**src/rtl/expl_axi_sram_ctrl_if.sv**
```systemverilog
// AXI bundle between the e203 expl_axi master and the SRAM controller.
// Master drives requests and write data; slave drives ready and responses.
interface expl_axi_sram_ctrl_if #(
   parameter int ADDR_W = 32,
   parameter int DATA_W = 32
);
   logic              expl_axi_arvalid;
   logic              expl_axi_arready;
   logic [ADDR_W-1:0] expl_axi_araddr;
   logic [1:0]        expl_axi_arburst;
   logic [3:0]        expl_axi_arlen;
   logic [2:0]        expl_axi_arsize;
   logic [3:0]        expl_axi_arcache;
   logic [2:0]        expl_axi_arprot;
   logic [1:0]        expl_axi_arlock;
   logic              expl_axi_awvalid;
   logic              expl_axi_awready;
   logic [ADDR_W-1:0] expl_axi_awaddr;
   logic [1:0]        expl_axi_awburst;
   logic [3:0]        expl_axi_awlen;
   logic [2:0]        expl_axi_awsize;
   logic [3:0]        expl_axi_awcache;
   logic [2:0]        expl_axi_awprot;
   logic [1:0]        expl_axi_awlock;
   logic              expl_axi_wvalid;
   logic              expl_axi_wready;
   logic [DATA_W-1:0] expl_axi_wdata;
   logic [DATA_W/8-1:0] expl_axi_wstrb;
   logic              expl_axi_wlast;
   logic              expl_axi_rvalid;
   logic              expl_axi_rready;
   logic [DATA_W-1:0] expl_axi_rdata;
   logic [1:0]        expl_axi_rresp;
   logic              expl_axi_rlast;
   logic              expl_axi_bvalid;
   logic              expl_axi_bready;
   logic [1:0]        expl_axi_bresp;

   modport master (
      output expl_axi_arvalid, expl_axi_araddr, expl_axi_arburst,
             expl_axi_arlen, expl_axi_arsize, expl_axi_arcache,
             expl_axi_arprot, expl_axi_arlock,
             expl_axi_awvalid, expl_axi_awaddr, expl_axi_awburst,
             expl_axi_awlen, expl_axi_awsize, expl_axi_awcache,
             expl_axi_awprot, expl_axi_awlock,
             expl_axi_wvalid, expl_axi_wdata, expl_axi_wstrb,
             expl_axi_wlast, expl_axi_rready, expl_axi_bready,
      input  expl_axi_arready, expl_axi_awready, expl_axi_wready,
             expl_axi_rvalid, expl_axi_rdata, expl_axi_rresp,
             expl_axi_rlast, expl_axi_bvalid, expl_axi_bresp
   );

   modport slave (
      input  expl_axi_arvalid, expl_axi_araddr, expl_axi_arburst,
             expl_axi_arlen, expl_axi_arsize, expl_axi_arcache,
             expl_axi_arprot, expl_axi_arlock,
             expl_axi_awvalid, expl_axi_awaddr, expl_axi_awburst,
             expl_axi_awlen, expl_axi_awsize, expl_axi_awcache,
             expl_axi_awprot, expl_axi_awlock,
             expl_axi_wvalid, expl_axi_wdata, expl_axi_wstrb,
             expl_axi_wlast, expl_axi_rready, expl_axi_bready,
      output expl_axi_arready, expl_axi_awready, expl_axi_wready,
             expl_axi_rvalid, expl_axi_rdata, expl_axi_rresp,
             expl_axi_rlast, expl_axi_bvalid, expl_axi_bresp
   );
endinterface

```
**src/rtl/expl_axi_sram_ctrl.sv**
```systemverilog
// AXI slave sequencing one transaction at a time onto a 1-port sync SRAM.
// Optional burst range check / SLVERR: define EXPL_AXI_SRAM_ERR_EN.
module expl_axi_sram_ctrl #(
   parameter int ADDR_W = 32,
   parameter int DATA_W = 32,
   parameter int MEM_AW = 12,
   parameter logic [ADDR_W-1:0] BASE_ADDR = 32'h2000_0000
) (
   input  logic                clk_16M,
   input  logic                rst,
   expl_axi_sram_ctrl_if.slave axi,
   output logic                sram_cs,
   output logic                sram_we,
   output logic [DATA_W/8-1:0] sram_wem,
   output logic [MEM_AW-1:0]   sram_addr,
   output logic [DATA_W-1:0]   sram_wdata,
   input  logic [DATA_W-1:0]   sram_rdata
);
   localparam logic [2:0] IDLE     = 3'd0;
   localparam logic [2:0] RD_ISSUE = 3'd1;
   localparam logic [2:0] RD_DATA  = 3'd2;
   localparam logic [2:0] WR_DATA  = 3'd3;
   localparam logic [2:0] WR_RESP  = 3'd4;
   localparam logic PRIO_RD = 1'b0;
   localparam logic PRIO_WR = 1'b1;

   logic [2:0]        state;
   logic              prio;
   logic [MEM_AW-1:0] waddr;
   logic [MEM_AW-1:0] step;
   logic [3:0]        len_q;
   logic [3:0]        beat;
   logic [1:0]        burst_q;
   logic              err_q;
   logic              fresh;
   logic [DATA_W-1:0] rhold;
   logic              idle;
   logic              ar_hs;
   logic              aw_hs;
   logic              ar_err;
   logic              aw_err;
   logic              last;
   logic              wr_go;
   logic [ADDR_W-1:0] ar_off;
   logic [ADDR_W-1:0] aw_off;
   logic              unused;

   assign idle   = (state == IDLE) && !rst;
   assign ar_off = axi.expl_axi_araddr - BASE_ADDR;
   assign aw_off = axi.expl_axi_awaddr - BASE_ADDR;
   assign last   = (beat == len_q);
   assign step   = (burst_q == 2'b00) ? '0 : MEM_AW'(1);
   assign ar_hs  = axi.expl_axi_arvalid && axi.expl_axi_arready;
   assign aw_hs  = axi.expl_axi_awvalid && axi.expl_axi_awready;
   assign wr_go  = (state == WR_DATA) && axi.expl_axi_wvalid;

`ifdef EXPL_AXI_SRAM_ERR_EN
   localparam int XW = ADDR_W + 6;
   localparam logic [XW-1:0] LIMIT = XW'(1) << (MEM_AW + 2);
   localparam logic [XW-1:0] ONE   = XW'(1);

   function automatic logic range_err(input logic [ADDR_W-1:0] a,
                                      input logic [3:0] l);
      logic [XW-1:0] end_b;
      end_b = XW'(a - BASE_ADDR) + ((XW'(l) + ONE) << 2);
      return (a < BASE_ADDR) || (end_b > LIMIT);
   endfunction

   assign ar_err = range_err(axi.expl_axi_araddr, axi.expl_axi_arlen);
   assign aw_err = range_err(axi.expl_axi_awaddr, axi.expl_axi_awlen);
`else
   assign ar_err = 1'b0;
   assign aw_err = 1'b0;
`endif

   assign unused = ^{axi.expl_axi_arsize, axi.expl_axi_arcache,
                     axi.expl_axi_arprot, axi.expl_axi_arlock,
                     axi.expl_axi_awsize, axi.expl_axi_awcache,
                     axi.expl_axi_awprot, axi.expl_axi_awlock,
                     axi.expl_axi_wlast,
                     ar_off[ADDR_W-1:MEM_AW+2], ar_off[1:0],
                     aw_off[ADDR_W-1:MEM_AW+2], aw_off[1:0]};

   // Handshake readies, responses and SRAM strobes decoded from state.
   always_comb begin
      axi.expl_axi_arready = idle && axi.expl_axi_arvalid &&
                             (!axi.expl_axi_awvalid || prio == PRIO_RD);
      axi.expl_axi_awready = idle && axi.expl_axi_awvalid &&
                             (!axi.expl_axi_arvalid || prio == PRIO_WR);
      axi.expl_axi_wready  = (state == WR_DATA);
      axi.expl_axi_rvalid  = (state == RD_DATA);
      axi.expl_axi_rlast   = (state == RD_DATA) && last;
      axi.expl_axi_rresp   = ((state == RD_DATA) && err_q) ? 2'b10 : 2'b00;
      axi.expl_axi_rdata   = '0;
      if ((state == RD_DATA) && !err_q)
         axi.expl_axi_rdata = fresh ? sram_rdata : rhold;
      axi.expl_axi_bvalid  = (state == WR_RESP);
      axi.expl_axi_bresp   = ((state == WR_RESP) && err_q) ? 2'b10 : 2'b00;
      sram_cs    = !err_q && ((state == RD_ISSUE) || wr_go);
      sram_we    = !err_q && wr_go;
      sram_wem   = sram_we ? axi.expl_axi_wstrb : '0;
      sram_wdata = sram_we ? axi.expl_axi_wdata : '0;
      sram_addr  = sram_cs ? waddr : '0;
   end

   // Transaction FSM: arbitration, beat counting, address stepping.
   always_ff @(posedge clk_16M) begin
      if (rst) begin
         state   <= IDLE;
         prio    <= PRIO_RD;
         waddr   <= '0;
         len_q   <= '0;
         beat    <= '0;
         burst_q <= '0;
         err_q   <= 1'b0;
         fresh   <= 1'b0;
         rhold   <= '0;
      end else begin
         unique case (state)
            IDLE: begin
               beat <= '0;
               if (ar_hs) begin
                  state   <= RD_ISSUE;
                  prio    <= PRIO_WR;
                  waddr   <= ar_off[MEM_AW+1:2];
                  len_q   <= axi.expl_axi_arlen;
                  burst_q <= axi.expl_axi_arburst;
                  err_q   <= ar_err;
               end else if (aw_hs) begin
                  state   <= WR_DATA;
                  prio    <= PRIO_RD;
                  waddr   <= aw_off[MEM_AW+1:2];
                  len_q   <= axi.expl_axi_awlen;
                  burst_q <= axi.expl_axi_awburst;
                  err_q   <= aw_err;
               end
            end
            RD_ISSUE: begin
               state <= RD_DATA;
               fresh <= 1'b1;
            end
            RD_DATA: begin
               fresh <= 1'b0;
               if (fresh) rhold <= sram_rdata;
               if (axi.expl_axi_rready) begin
                  if (last) begin
                     state <= IDLE;
                  end else begin
                     state <= RD_ISSUE;
                     beat  <= beat + 4'd1;
                     waddr <= waddr + step;
                  end
               end
            end
            WR_DATA: begin
               if (axi.expl_axi_wvalid) begin
                  if (last) begin
                     state <= WR_RESP;
                  end else begin
                     beat  <= beat + 4'd1;
                     waddr <= waddr + step;
                  end
               end
            end
            WR_RESP: begin
               if (axi.expl_axi_bready) state <= IDLE;
            end
            default: state <= IDLE;
         endcase
      end
   end
endmodule

```
**src/flat_wrapper.sv**
```systemverilog
// flat-port wrapper written by rule: the top's interface ports become plain ports
module expl_axi_sram_ctrl_flat 
#(
   parameter int ADDR_W = 32,
   parameter int DATA_W = 32,
   parameter int MEM_AW = 12,
   parameter logic [ADDR_W-1:0] BASE_ADDR = 32'h2000_0000
)
  (clk_16M, rst, sram_cs, sram_we, sram_wem, sram_addr, sram_wdata, sram_rdata, axi_expl_axi_arvalid, axi_expl_axi_araddr, axi_expl_axi_arburst, axi_expl_axi_arlen, axi_expl_axi_arsize, axi_expl_axi_arcache, axi_expl_axi_arprot, axi_expl_axi_arlock, axi_expl_axi_awvalid, axi_expl_axi_awaddr, axi_expl_axi_awburst, axi_expl_axi_awlen, axi_expl_axi_awsize, axi_expl_axi_awcache, axi_expl_axi_awprot, axi_expl_axi_awlock, axi_expl_axi_wvalid, axi_expl_axi_wdata, axi_expl_axi_wstrb, axi_expl_axi_wlast, axi_expl_axi_rready, axi_expl_axi_bready, axi_expl_axi_arready, axi_expl_axi_awready, axi_expl_axi_wready, axi_expl_axi_rvalid, axi_expl_axi_rdata, axi_expl_axi_rresp, axi_expl_axi_rlast, axi_expl_axi_bvalid, axi_expl_axi_bresp);
  expl_axi_sram_ctrl_if #(.ADDR_W(ADDR_W), .DATA_W(DATA_W)) axi_i ();
  input  logic clk_16M;
  input  logic rst;
  output logic sram_cs;
  output logic sram_we;
  output logic [DATA_W/8-1:0] sram_wem;
  output logic [MEM_AW-1:0] sram_addr;
  output logic [DATA_W-1:0] sram_wdata;
  input  logic [DATA_W-1:0] sram_rdata;
  input wire logic [$bits(axi_i.expl_axi_arvalid)-1:0] axi_expl_axi_arvalid;
  input wire logic [$bits(axi_i.expl_axi_araddr)-1:0] axi_expl_axi_araddr;
  input wire logic [$bits(axi_i.expl_axi_arburst)-1:0] axi_expl_axi_arburst;
  input wire logic [$bits(axi_i.expl_axi_arlen)-1:0] axi_expl_axi_arlen;
  input wire logic [$bits(axi_i.expl_axi_arsize)-1:0] axi_expl_axi_arsize;
  input wire logic [$bits(axi_i.expl_axi_arcache)-1:0] axi_expl_axi_arcache;
  input wire logic [$bits(axi_i.expl_axi_arprot)-1:0] axi_expl_axi_arprot;
  input wire logic [$bits(axi_i.expl_axi_arlock)-1:0] axi_expl_axi_arlock;
  input wire logic [$bits(axi_i.expl_axi_awvalid)-1:0] axi_expl_axi_awvalid;
  input wire logic [$bits(axi_i.expl_axi_awaddr)-1:0] axi_expl_axi_awaddr;
  input wire logic [$bits(axi_i.expl_axi_awburst)-1:0] axi_expl_axi_awburst;
  input wire logic [$bits(axi_i.expl_axi_awlen)-1:0] axi_expl_axi_awlen;
  input wire logic [$bits(axi_i.expl_axi_awsize)-1:0] axi_expl_axi_awsize;
  input wire logic [$bits(axi_i.expl_axi_awcache)-1:0] axi_expl_axi_awcache;
  input wire logic [$bits(axi_i.expl_axi_awprot)-1:0] axi_expl_axi_awprot;
  input wire logic [$bits(axi_i.expl_axi_awlock)-1:0] axi_expl_axi_awlock;
  input wire logic [$bits(axi_i.expl_axi_wvalid)-1:0] axi_expl_axi_wvalid;
  input wire logic [$bits(axi_i.expl_axi_wdata)-1:0] axi_expl_axi_wdata;
  input wire logic [$bits(axi_i.expl_axi_wstrb)-1:0] axi_expl_axi_wstrb;
  input wire logic [$bits(axi_i.expl_axi_wlast)-1:0] axi_expl_axi_wlast;
  input wire logic [$bits(axi_i.expl_axi_rready)-1:0] axi_expl_axi_rready;
  input wire logic [$bits(axi_i.expl_axi_bready)-1:0] axi_expl_axi_bready;
  output wire logic [$bits(axi_i.expl_axi_arready)-1:0] axi_expl_axi_arready;
  output wire logic [$bits(axi_i.expl_axi_awready)-1:0] axi_expl_axi_awready;
  output wire logic [$bits(axi_i.expl_axi_wready)-1:0] axi_expl_axi_wready;
  output wire logic [$bits(axi_i.expl_axi_rvalid)-1:0] axi_expl_axi_rvalid;
  output wire logic [$bits(axi_i.expl_axi_rdata)-1:0] axi_expl_axi_rdata;
  output wire logic [$bits(axi_i.expl_axi_rresp)-1:0] axi_expl_axi_rresp;
  output wire logic [$bits(axi_i.expl_axi_rlast)-1:0] axi_expl_axi_rlast;
  output wire logic [$bits(axi_i.expl_axi_bvalid)-1:0] axi_expl_axi_bvalid;
  output wire logic [$bits(axi_i.expl_axi_bresp)-1:0] axi_expl_axi_bresp;
  assign axi_i.expl_axi_arvalid = axi_expl_axi_arvalid;
  assign axi_i.expl_axi_araddr = axi_expl_axi_araddr;
  assign axi_i.expl_axi_arburst = axi_expl_axi_arburst;
  assign axi_i.expl_axi_arlen = axi_expl_axi_arlen;
  assign axi_i.expl_axi_arsize = axi_expl_axi_arsize;
  assign axi_i.expl_axi_arcache = axi_expl_axi_arcache;
  assign axi_i.expl_axi_arprot = axi_expl_axi_arprot;
  assign axi_i.expl_axi_arlock = axi_expl_axi_arlock;
  assign axi_i.expl_axi_awvalid = axi_expl_axi_awvalid;
  assign axi_i.expl_axi_awaddr = axi_expl_axi_awaddr;
  assign axi_i.expl_axi_awburst = axi_expl_axi_awburst;
  assign axi_i.expl_axi_awlen = axi_expl_axi_awlen;
  assign axi_i.expl_axi_awsize = axi_expl_axi_awsize;
  assign axi_i.expl_axi_awcache = axi_expl_axi_awcache;
  assign axi_i.expl_axi_awprot = axi_expl_axi_awprot;
  assign axi_i.expl_axi_awlock = axi_expl_axi_awlock;
  assign axi_i.expl_axi_wvalid = axi_expl_axi_wvalid;
  assign axi_i.expl_axi_wdata = axi_expl_axi_wdata;
  assign axi_i.expl_axi_wstrb = axi_expl_axi_wstrb;
  assign axi_i.expl_axi_wlast = axi_expl_axi_wlast;
  assign axi_i.expl_axi_rready = axi_expl_axi_rready;
  assign axi_i.expl_axi_bready = axi_expl_axi_bready;
  assign axi_expl_axi_arready = axi_i.expl_axi_arready;
  assign axi_expl_axi_awready = axi_i.expl_axi_awready;
  assign axi_expl_axi_wready = axi_i.expl_axi_wready;
  assign axi_expl_axi_rvalid = axi_i.expl_axi_rvalid;
  assign axi_expl_axi_rdata = axi_i.expl_axi_rdata;
  assign axi_expl_axi_rresp = axi_i.expl_axi_rresp;
  assign axi_expl_axi_rlast = axi_i.expl_axi_rlast;
  assign axi_expl_axi_bvalid = axi_i.expl_axi_bvalid;
  assign axi_expl_axi_bresp = axi_i.expl_axi_bresp;
  expl_axi_sram_ctrl #(.ADDR_W(ADDR_W), .DATA_W(DATA_W), .MEM_AW(MEM_AW), .BASE_ADDR(BASE_ADDR)) u_core (.clk_16M(clk_16M), .rst(rst), .axi(axi_i), .sram_cs(sram_cs), .sram_we(sram_we), .sram_wem(sram_wem), .sram_addr(sram_addr), .sram_wdata(sram_wdata), .sram_rdata(sram_rdata));
endmodule
```
**config.mk**
```make
export PLATFORM = sky130hd
export DESIGN_NAME = expl_axi_sram_ctrl_flat
export DESIGN_NICKNAME = d
export VERILOG_FILES = /design/src/rtl/expl_axi_sram_ctrl_if.sv /design/src/rtl/expl_axi_sram_ctrl.sv /design/src/flat_wrapper.sv
export SDC_FILE = /design/constraint.sdc
export NUM_CORES = 1
export LEC_CHECK = 0
export BUFFER_PORTS_ARGS = -buffer_cell sky130_fd_sc_hd__buf_2
export CAP_MARGIN = 0
export CORE_AREA = 2 2 103 105
export DETAILED_ROUTE_END_ITERATION = 16
export DIE_AREA = 0 0 105 107
export GPL_ROUTABILITY_DRIVEN = 0
export GPL_TIMING_DRIVEN = 0
export PLACE_DENSITY = 0.86
export SKIP_LAST_GASP = 1
export SLEW_MARGIN = 20
export SYNTH_ARGS = -nofsm -noshare
export SYNTH_HDL_FRONTEND = slang
export SYNTH_SLANG_ARGS = --single-unit
```
**constraint.sdc**
```tcl
create_clock -name clk_16M -period 1.7 [get_ports clk_16M]
set_input_delay 0.425 -clock clk_16M [delete_from_list [all_inputs] [get_ports clk_16M]]
set_output_delay 0.425 -clock clk_16M [all_outputs]
set_load 0.02 [all_outputs]
```
# Yosys cells after proc, flatten, opt, wreduce, memory -nomap -nowiden
# Cells that the tools add are included.
# op_classes
n_mul	0
n_reduce_logical	30
eq_ne	10
n_bitwise	1
muxes	34
order_cmp	0
add_sub_neg	4
div	0
n_shift	0
# ops
operator	n
$mux 32	3
$mux 12	6
$pmux 12 s3	1
$sub 14x1->14 const B	2
$mux 4	6
$mux 3	6
$pmux 3 s5	1
$logic_and 1x1->1	14
$add 12x12->12	1
$pmux 4 s3	1
$mux 2	4
$eq 3x2->1 const B	2
$ne 2x2->1 const B	3
$mux 1	5
$reduce_and 5->1	1
$add 4x1->4 const B	1
$eq 4x4->1	1
$logic_not 1->1	4
$reduce_and 4->1	1
$reduce_bool 2->1	2
$eq 3x1->1 const B	1
$eq 3x3->1 const B	1
$logic_not 3->1	1
$logic_or 1x1->1	3
8 further kinds	8
# totals
mem_bits_ro	0
mem_bits_rw	0
out_inout_bits	92
mem_count	0
latch_bits	0
register_bits	60

# Depth between registers and ports, before layout
# Gate-level depths: netlist of the first run.
# depth
depth_word	8
mapped_depth	10

# Worst setup path before layout of the first run
# Ideal clock, no wire load.
# synth_timing
path_kind	register to output
start	register u_core.state[0]
end	output port sram_addr[10]
path_buffers	2
path_slack_ns	-0.281
path_stages_with_launch	5
arrival_time_ns	1.556
required_ns	1.275
path_cell_list	dfxtp_1 -> clkbuf_1 -> nor3b_1 -> clkbuf_1 -> and2_1
# synth_between
elab_chain_len	5
# synth_rtl
item	line_no	rtl
start: declaration	expl_axi_sram_ctrl.sv:27	logic [2:0] state;
start signal: assignment	expl_axi_sram_ctrl.sv:109	state <= IDLE;
start signal: assignment	expl_axi_sram_ctrl.sv:123	state <= RD_ISSUE;
start signal: assignment	expl_axi_sram_ctrl.sv:130	state <= WR_DATA;
$eq 3x2->1	expl_axi_sram_ctrl.sv:55	assign wr_go = (state == WR_DATA) && axi.expl_axi_wvalid;
$logic_and 1x1->1	expl_axi_sram_ctrl.sv:55	
$logic_or 1x1->1 (*)	expl_axi_sram_ctrl.sv:99	sram_cs = !err_q && ((state == RD_ISSUE) || wr_go);
$logic_and 1x1->1 (*)	expl_axi_sram_ctrl.sv:99	
named net sram_cs	flat_wrapper.sv:13	output logic sram_cs;
$mux 12 (*)	expl_axi_sram_ctrl.sv:103	sram_addr = sram_cs ? waddr : '0;
end: declaration	flat_wrapper.sv:16	output logic [MEM_AW-1:0] sram_addr;
# The timed path passes the listed nets; every way through them passes the cells marked *.

# Worst setup path in the final report of the first run
# layout_timing
start	register u_core.state[1]
end	output port sram_addr[8]
# layout_between
elab_chain_len	5
# layout_rtl
item	line_no
$eq 3x2->1	expl_axi_sram_ctrl.sv:55
$logic_and 1x1->1	expl_axi_sram_ctrl.sv:55
$logic_or 1x1->1 (*)	expl_axi_sram_ctrl.sv:99
$logic_and 1x1->1 (*)	expl_axi_sram_ctrl.sv:99
$mux 12 (*)	expl_axi_sram_ctrl.sv:103
# Mark *: on every way between the ends. The rest lies on a longest branch, timed or not.

==> results of run 1 <==
## worst min-delay path, stage by stage
cell,delay (ns)
buf_2,0.10
nand2_1,0.05
a21oi_1,0.05
## power by group through the flow
stage | clock network, mW | registers [mW] | logic, mW
6_report | 1.31 | 1.79 | 3.47
5_1_grt | 1.40 | 1.80 | 3.64
2_1_floorplan | 0 | 1.70 | 1.69
3_5_place_dp | 0 | 1.74 | 2.26
3_3_place_gp | 0 | 1.74 | 2.24
4_1_cts | 1.34 | 1.75 | 3.04
## registers in the layout, indices dropped and copies added (netlist names)
name	cells
u_core.beat	4
u_core.state	3
u_core.len_q	4
u_core.prio	1
u_core.waddr	12
u_core.rhold	32
u_core.burst_q	2
u_core.fresh	1
## cells by family (layout without fill, tap and decap cells)
group,Yosys count,after routing,share of synthesized area [%]
compound gates,91,91,15.7
xor+xnor,5,5,1.19
fa+ha+maj,3,3,1.02
buf+inv,50,305,6.73
flops,59,59,32.1
mux,47,47,13.1
other cells,1,4,0.102
simple gates,231,231,30.1
## how the worst max path moves through the flow
stage          depth (start not counted)                      to
2_1_floorplan                          6          sram_wdata[10]
3_3_place_gp                           5  axi_expl_axi_rdata[16]
3_5_place_dp                           5  axi_expl_axi_rdata[16]
4_1_cts                                7           sram_wdata[9]
5_1_grt                                6           sram_wdata[9]
6_report                               6            sram_addr[8]
## metrics by stage
stage                     cell area [sq um]  setup slack, ns  power, mW  hold WS (ns)  util [%]
after CTS                              6500           -0.447       6.13         0.320      64.4
after detailed placement               5220           -0.439       4.00         0.444      51.7
after global routing                   6840           -0.483       6.84         0.328      67.7
after global placement                 5220           -0.456       3.98         0.439      51.7
after floorplan                        4060         -0.00509       3.39         0.431         -
final                                  6840           -0.456       6.57         0.333      67.7
## cells in the final DEF, fill, tap and decap left out, drive strengths merged, types with 6 or more instances in the layout
master,instances
mux2i,41
inv,7
clkbuf,38
nor3,8
dfxtp,59
buf,257
a21oi,51
nor2,51
nand2,87
mux2,6
and2,51
nand3,9
## timing repair
| item | 4_1_cts | 5_1_grt |
|---|---|---|
| buffers inserted | 25 | 15 |
| gates resized for setup | 232 | 85 |
| endpoints found under the hold margin | 0 | 0 |
| hold buffers | 0 | 0 |
| cloned | 7 | 2 |
| pin swaps | 33 | 49 |
| setup endpoints to repair | 135 | 141 |
## layer usage
layer	GRT usage [%]	share of wire, %	up-vias	wire length [um]
met5	0	0	-	0
met1	28.3	38	2203	6230
li1	-	-	2154	-
met3	13.1	12	40	1900
met4	6.95	2.1	0	340
met2	44.4	48	279	7910
## area by class of cell
cell class	count	area (sq um)
repair buffers	243	1920
plain buffers	39	417
multi-input cells	381	2890
well taps	136	170
flip-flops and latches	59	1210
inverters	8	33.8
clock buffers	13	159
clock inverters	2	35.0
fillers	707	3260
==> impl_metrics.csv, run 1 <==
group,metric,value,unit
setup_path,end_kind,"output port",
grt,grt_pass1_vias,4426,
routing,drt-initial-drc-count,362,
timing,rsz0062_at_grt,"yes",
synth,syn-cell-area,3680,sq um
setup_path,crit_type,"reg -> out",
floorplanning,die_w,105,um
clock_tree,clock_latency,0.34,ns
grt,track_usage,25.9,%
setup_path,path_delay_family,"simple AND/OR/NAND/NOR gates",
clock_tree,cts_sinks,59,
final_layout,area_growth,85.8,%
placement,dp_hpwl,9880,um
routing,routed_wl,16400,um
setup_path,crit_arrival,1.73,ns
synth,ys_top_cells_by_count,"87 x nand2_1, 59 x dfxtp_1, 51 x a21oi_1, 51 x and2_1, 50 x nor2_1",
clock_tree,clk_path_buf_depth,2,
clock_tree,clkTransAtPathRegs,0.07,ns
timing,slew_headroom,56.1,%
synth,syn_inst,487,
pwr,power_frac_seq,27.2,%
floorplanning,start_util,36.5,%
final_layout,antenna_cells,0,
routing,detail_route.wl_per_cell,18.6,um
clock_tree,clock-root-buffer,"clkbuf_8",
pwr,power_density,961,nW/um^2
floorplanning,dieArea,11200,sq um
synth,yosysTopAreaCellShare,32.1,%
min_path,hold_end,"u_core.rhold[13]$_SDFFE_PP0P_",
synth,yosysSeqAreaShare,32.1,%
final_layout,drive_above_1_share,57.9,%
setup_path,critPathSlowestCell,"dfxtp_4",
grt,grt-ovfl-total,0,
outcome,status,"finished with violations",
pwr,p_int,4.00,mW
min_path,hold_depth,3,
synth,yosys_warnings,0,
grt,grt_max_degree,11,
pwr,leakagePower,2.90,nW
synth,avgSynthCellArea,7.56,sq um
grt,grt_pass1_wl,22700,um
routing,ant_nets,0,
timing,setup-tns-final,-31.15,ns
setup_path,crit_chain,"buf_6, nor2b_4, nor3b_4, clkbuf_8, and2_4, buf_6",
timing,clock.fmax,464,MHz
outcome,violations,"negative setup slack",
setup_path,critPathMaxFanout,5,
clock_tree,cts_tree,"done",
synth,ys_ff_latch,59,
setup_path,critPathMostFrequentCell,"buf_6",
synth,synthMostInstantiatedCell,"nand2_1",
setup_path,required,1.27,ns
pwr,ir_worst_vdd,0.000475,V
flow_run,cap_violations,0,
timing,finalCritPeriodShare,127,%
timing,finalMaxSlewViolations,0,
pwr,power_frac_clock,20.0,%
routing,vias,4676,
synth,async_reset_ff_share,0,%
setup_path,r2r_slack,-0.20,ns
floorplanning,ios,268,
setup_path,cp-start-kind,"register",
timing,finalHoldViolCount,0,
pwr,swShare,39.2,%
floorplanning,die_h,107,um
routing,avgViaCountPerCell,5.31,
final_layout,nNetsFinal,920,
synth,synthFlopType,"dfxtp_1",
setup_path,cpPeakStageDelay,0.35,ns
synth,synth.distinct_cells,53,
clock_tree,cts_inserted_buffers,9,
timing,setup_ws,-0.456,ns
setup_path,ff2ff_path_depth,8,
setup_path,r2r-end,"u_core.waddr[3]$_SDFFE_PP0P_",
floorplanning,core_area,10100,sq um
placement,io_buffers,197,
routing,drc,0,
grt,grt_antenna_before_repair,0,
synth,synth.top_cells.by_area,"dfxtp_1 32%, mux2i_1 11%, nand2_1 8.9%, and2_1 8.7%, a21oi_1 6.9%",
setup_path,regToRegStartpoint,"u_core.state[1]$_SDFFE_PP0P_",
timing,period_minus_slack,2.16,ns
min_path,hold_start,"sram_rdata[13]",
floorplanning,num_rows,37,
final_layout,fin_cells,881,
synth,synth_edf_count,0,
timing,worst_pin_slew,0.659,ns
clock_tree,htreeDepth,3,
setup_path,startpoint,"u_core.state[1]$_SDFFE_PP0P_",
setup_path,crit_buf_inv,3,
pwr,p_comb_share,52.8,%
placement,placed_cells,823,
min_path,hold_class,"in -> reg",
pwr,power_switching,2.57,mW
timing,setup_viol,100,
synth,yosysTopAreaCell,"dfxtp_1",
timing,finalClockSkew,0.0117,ns
routing,drt-pass1-iter-count,5,
Power figures use the tool's default switching activity.
==> run 2: changes to the inputs <==
--- a/config.mk
+++ b/config.mk
@@ -5,14 +5,14 @@
 export SDC_FILE = /design/constraint.sdc
 export NUM_CORES = 1
 export LEC_CHECK = 0
-export BUFFER_PORTS_ARGS = -buffer_cell sky130_fd_sc_hd__buf_2
 export CAP_MARGIN = 0
-export CORE_AREA = 2 2 103 105
+export CORE_AREA = 2 2 104 106
 export DETAILED_ROUTE_END_ITERATION = 16
-export DIE_AREA = 0 0 105 107
+export DIE_AREA = 0 0 106 108
+export DONT_BUFFER_PORTS = 1
 export GPL_ROUTABILITY_DRIVEN = 0
 export GPL_TIMING_DRIVEN = 0
-export PLACE_DENSITY = 0.86
+export PLACE_DENSITY = 0.6
 export SKIP_LAST_GASP = 1
 export SLEW_MARGIN = 20
 export SYNTH_ARGS = -nofsm -noshare
==> impl_metrics.csv, run 2 (same netlist as run 1, synthesis figures left out) <==
group,metric,value,unit
outcome,status,"finished with violations",
outcome,violations,"negative setup slack",
routing,drt-initial-drc-count,181,
clock_tree,clock_latency,0.34,ns
flow_run,cap_violations,0,
pwr,power_density,1130,nW/um^2
grt,grt_max_degree,12,
setup_path,critPathMostFrequentCell,"buf_8",
timing,rsz0062_at_grt,"yes",
final_layout,final_common_cell,"nand2_1",
grt,grt_pass1_vias,3586,
final_layout,nNetsFinal,719,
placement,dp_hpwl,9050,um
floorplanning,ios,268,
floorplanning,die_w,106,um
clock_tree,cts_inserted_buffers,9,
timing,clock.fmax,490,MHz
final_layout,drive_above_1_share,44.8,%
setup_path,required,1.27,ns
routing,drc,0,
clock_tree,cts_tree,"done",
routing,routed_wl,13000,um
placement,io_buffers,0,
clock_tree,ctsHoldBuffers,0,
floorplanning,die_h,108,um
grt,grt-ovfl-total,0,
clock_tree,htreeDepth,3,
routing,detail_route.wl_per_cell,19.2,um
floorplanning,dieArea,11400,sq um
min_path,hold_class,"in -> reg",
setup_path,end_kind,"output port",
timing,period_minus_slack,2.04,ns
final_layout,reg.largest.list,"u_core.rhold x32, u_core.waddr x12",
setup_path,crit_chain,"nor2b_4, buf_8, and3_4, buf_8, clkbuf_16, and2_4",
pwr,power,6.12,mW
routing,drt-pass1-iter-count,6,
floorplanning,num_rows,37,
setup_path,critPathMaxFanout,5,
timing,setup-tns-final,-28.00,ns
pwr,leakagePower,1.91,nW
final_layout,final_cell_area,5400,sq um
setup_path,cp-start-kind,"register",
timing,setup_ws,-0.341,ns
routing,vias,3737,
clock_tree,clkTransAtPathRegs,0.08,ns
setup_path,cpPeakStageDelay,0.37,ns
clock_tree,cts_sinks,59,
grt,grt_antenna_before_repair,0,
clock_tree,clk_path_buf_depth,2,
timing,slew_headroom,55.5,%
final_layout,antenna_cells,0,
timing,finalHoldViolCount,0,
final_layout,top_register,"u_core.rhold",
final_layout,fin_util,52.8,%
timing,finalClockSkew,0.0135,ns
setup_path,crit_arrival,1.62,ns
grt,grt_pass1_wl,18700,um
timing,finalMaxSlewViolations,0,
routing,avgViaCountPerCell,5.49,
clock_tree,clock-root-buffer,"clkbuf_8",
final_layout,final_cell_mix,"85 x nand2_1, 48 x dfxtp_1, 43 x and2_4",
floorplanning,core_area,10200,sq um
floorplanning,start_util,36.0,%
setup_path,crit_buf_inv,3,
timing,worst_pin_slew,0.667,ns
setup_path,path_delay_family,"simple AND/OR/NAND/NOR gates",
routing,ant_nets,0,
pwr,ir_worst_vdd,0.000392,V
placement,placed_area,4230,sq um
setup_path,critPathSlowestCell,"dfxtp_4",
final_layout,area_growth,46.9,%
final_layout,largest_register_ffs,32,
timing,setup_viol,102,
setup_path,crit_type,"reg -> out",
timing,finalCritPeriodShare,120,%
grt,track_usage,21.1,%
-- run 2: stage by stage --
step                      worst slack [ns]  std cells  hold WS [ns]
after CTS                           -0.404        659         0.197
after floorplan                   -0.00509        490         0.431
after detailed placement            -0.319        626         0.445
after global placement              -0.353        626         0.441
after global routing                -0.404        681         0.199
final                               -0.341        681         0.214
-- run 2: path summary, 6_finish.rpt --
| path | startpoint | endpoint | slack, ns | cells past startpoint |
|---|---|---|---|---|
| worst max-delay path | u_core.state[1]$_SDFFE_PP0P_ | sram_wdata[17] | -0.34 | 6 |
| worst min-delay path | sram_rdata[30] | u_core.rhold[30]$_SDFFE_PP0P_ | 0.21 | 2 |
| worst max register to register | u_core.state[2]$_SDFFE_PP0P_ | u_core.waddr[4]$_SDFFE_PP0P_ | -0.31 | 9 |
| worst min register to register | u_core.burst_q[0]$_SDFFE_PP0P_ | u_core.burst_q[0]$_SDFFE_PP0P_ | 0.45 | 2 |
-- run 2: metal layers --
layer  track usage (%)  part of all wire, %  vias to the layer above
li1                  -                    -                     1749
met1              24.3                   39                     1807
met2              36.0                   51                      163
met4              11.4                  2.4                        0
met5                 0                    0                        -
met3              5.61                  7.0                       18
-- run 2: cell type report --
type                            instances  area, sq um
Clock buffer                            9          124
Tap cell                              136          170
Timing Repair Buffer                   42          419
Inverter                                8         41.3
Fill cell                             953         4830
Clock inverter                          7         68.8
Buffer                                 39          445
Sequential cell                        59         1200
Multi-Input combinational cell        381         2930
-- run 2: power breakdown --
| group | internal, mW | total, mW | switching [mW] |
|---|---|---|---|
| Sequential | 1.57 | 1.79 | 0.221 |
| Clock | 0.671 | 1.30 | 0.624 |
| Combinational | 1.43 | 3.04 | 1.61 |
| Total | 3.67 | 6.12 | 2.46 |
-- run 2: timing repair --
action | CTS | global route
endpoints found under the hold margin | 0 | 0
gates resized for setup | 99 | 88
setup buffers | 12 | 22
pin swaps | 53 | 26
gates cloned | 6 | 3
setup endpoints to repair | 142 | 140
==> run 3: changes to the inputs <==
--- a/config.mk
+++ b/config.mk
@@ -13,6 +13,7 @@
 export GPL_ROUTABILITY_DRIVEN = 0
 export GPL_TIMING_DRIVEN = 0
 export PLACE_DENSITY = 0.6
+export RECOVER_POWER = 25
 export SKIP_LAST_GASP = 1
 export SLEW_MARGIN = 20
 export SYNTH_ARGS = -nofsm -noshare
==> impl_metrics.csv, run 3 (same netlist as run 1, synthesis figures left out) <==
group,metric,value,unit
floorplanning,die_w,106,um
placement,dp_hpwl,9050,um
timing,rsz0062_at_grt,"yes",
clock_tree,clock-root-buffer,"clkbuf_8",
floorplanning,ios,268,
pwr,leakagePower,1.91,nW
final_layout,final_cell_area,5390,sq um
min_path,hold_end,"u_core.rhold[30]$_SDFFE_PP0P_",
routing,ant_nets,0,
floorplanning,num_rows,37,
final_layout,largest_register_ffs,32,
min_path,hold_depth,2,
clock_tree,cts_tree,"done",
setup_path,r2r-end,"u_core.waddr[4]$_SDFFE_PP0P_",
setup_path,regToRegStartpoint,"u_core.state[2]$_SDFFE_PP0P_",
setup_path,crit_buf_inv,2,
grt,grt_pass1_wl,18700,um
timing,clock.fmax,489,MHz
placement,post-place-ws,-0.319,ns
clock_tree,cts_inserted_buffers,9,
floorplanning,start_util,36.0,%
floorplanning,core_area,10200,sq um
placement,placed_area,4230,sq um
setup_path,required,1.27,ns
flow_run,cap_violations,0,
clock_tree,clk_path_buf_depth,2,
final_layout,reg.largest.list,"u_core.rhold x32, u_core.waddr x12",
routing,dr_wl_met2,6750,um
routing,drc,0,
setup_path,critPathMostFrequentCell,"buf_8",
routing,drt-initial-drc-count,188,
floorplanning,dieArea,11400,sq um
pwr,power,6.11,mW
grt,grt_pass1_vias,3586,
pwr,power_density,1130,nW/um^2
setup_path,cpPeakStageDelay,0.36,ns
routing,drt-pass1-iter-count,4,
timing,setup-tns-final,-27.73,ns
placement,placed_cells,626,
routing,dr_wl_met3,882,um
placement,io_buffers,0,
routing,topRoutingLayerUsed,"met4",
min_path,hold_class,"in -> reg",
floorplanning,die_h,108,um
clock_tree,cts_sinks,59,
outcome,violations,"negative setup slack",
final_layout,antenna_cells,0,
final_layout,area_growth,46.4,%
setup_path,critPathMaxFanout,6,
routing,vias,3746,
grt,grt_antenna_before_repair,0,
setup_path,path_delay_family,"simple AND/OR/NAND/NOR gates",
timing,finalMaxSlewViolations,0,
min_path,hold_start,"sram_rdata[30]",
timing,worst_pin_slew,0.657,ns
setup_path,end_kind,"output port",
outcome,status,"finished with violations",
final_layout,fill_cells,954,
final_layout,final_cell_mix,"85 x nand2_1, 48 x dfxtp_1, 43 x and2_4",
timing,period_minus_slack,2.04,ns
routing,detail_route.wl_per_cell,19.2,um
pwr,ir_worst_vdd,0.000391,V
routing,avgViaCountPerCell,5.50,
setup_path,r2r_slack,-0.28,ns
final_layout,drive_above_1_share,44.6,%
clock_tree,clock_latency,0.34,ns
final_layout,nNetsFinal,719,
grt,grt-ovfl-total,0,
clock_tree,clkTransAtPathRegs,0.08,ns
final_layout,final_common_cell,"nand2_1",
timing,slew_headroom,56.2,%
clock_tree,htreeDepth,3,
final_layout,top_register,"u_core.rhold",
final_layout,fin_cells,681,
setup_path,cp-start-kind,"register",
grt,grt_max_degree,12,
setup_path,crit_type,"reg -> out",
setup_path,critPathSlowestCell,"dfxtp_4",
timing,finalHoldViolCount,0,
timing,holdWs,0.213,ns
setup_path,crit_chain,"buf_8, nor2b_4, nor3b_4, buf_8, and2_4",
setup_path,ff2ff_path_depth,9,
grt,track_usage,21.1,%
final_layout,fin_util,52.7,%
timing,finalCritPeriodShare,120,%
routing,drt-met1-wl,5100,um
timing,setup_viol,103,
setup_path,crit_arrival,1.62,ns
timing,setup_ws,-0.344,ns
routing,routed_wl,13100,um
timing,finalClockSkew,0.0136,ns
## run 3: changes by cell type in the layout (fill, tap and decap cells not counted)
cell     before  now
and3_4        2    1
and3_1        1    2
buf_12        2    1
dfxtp_2       7    8
dfxtp_4       4    3
buf_6         7    8
## run 3: report_power, final
group | total (mW) | switching, mW | internal, mW
sequential | 1.79 | 0.221 | 1.57
clock | 1.30 | 0.627 | 0.671
combinational | 3.03 | 1.61 | 1.41
total | 6.11 | 2.46 | 3.65
## run 3: final cells by class
cell class                 instances  area (sq um)  area share [%]
clock buffer                       9           124            2.30
sequential                        59          1200            22.3
inverter                           8          41.3           0.766
multi-input combinational        381          2930            54.3
timing repair buffer              42           419            7.78
tap                              136           170            3.16
buffer                            39           437            8.10
clock inverter                     7          68.8            1.28
## run 3: per-layer routing
| metal | global-route usage (%) | up-vias |
|---|---|---|
| met5 | 0 | - |
| met4 | 11.4 | 0 |
| met3 | 5.61 | 20 |
| met2 | 36.0 | 165 |
| met1 | 24.3 | 1814 |
| li1 | - | 1747 |
## run 3: worst max path at each step
stage | from | to | slack, ns | cells after the start
after floorplan | u_core.state[1]$_SDFFE_PP0P_ | sram_wdata[10] | -0.005 | 6
after global placement | u_core.beat[0]$_SDFFE_PP0P_ | u_core.waddr[7]$_SDFFE_PP0P_ | -0.35 | 6
after detailed placement | u_core.beat[0]$_SDFFE_PP0P_ | u_core.waddr[7]$_SDFFE_PP0P_ | -0.32 | 6
after CTS | u_core.state[1]$_SDFFE_PP0P_ | sram_addr[4] | -0.40 | 5
after global routing | u_core.state[1]$_SDFFE_PP0P_ | sram_addr[8] | -0.40 | 5
final | u_core.state[1]$_SDFFE_PP0P_ | sram_addr[9] | -0.34 | 5
## run 3: what timing repair did
item                       CTS  global route
hold buffers                 0             0
buffers inserted            12            22
setup endpoints to repair  142           140
pin swaps                   53            26
resized for setup           99            88
gates cloned                 6             3
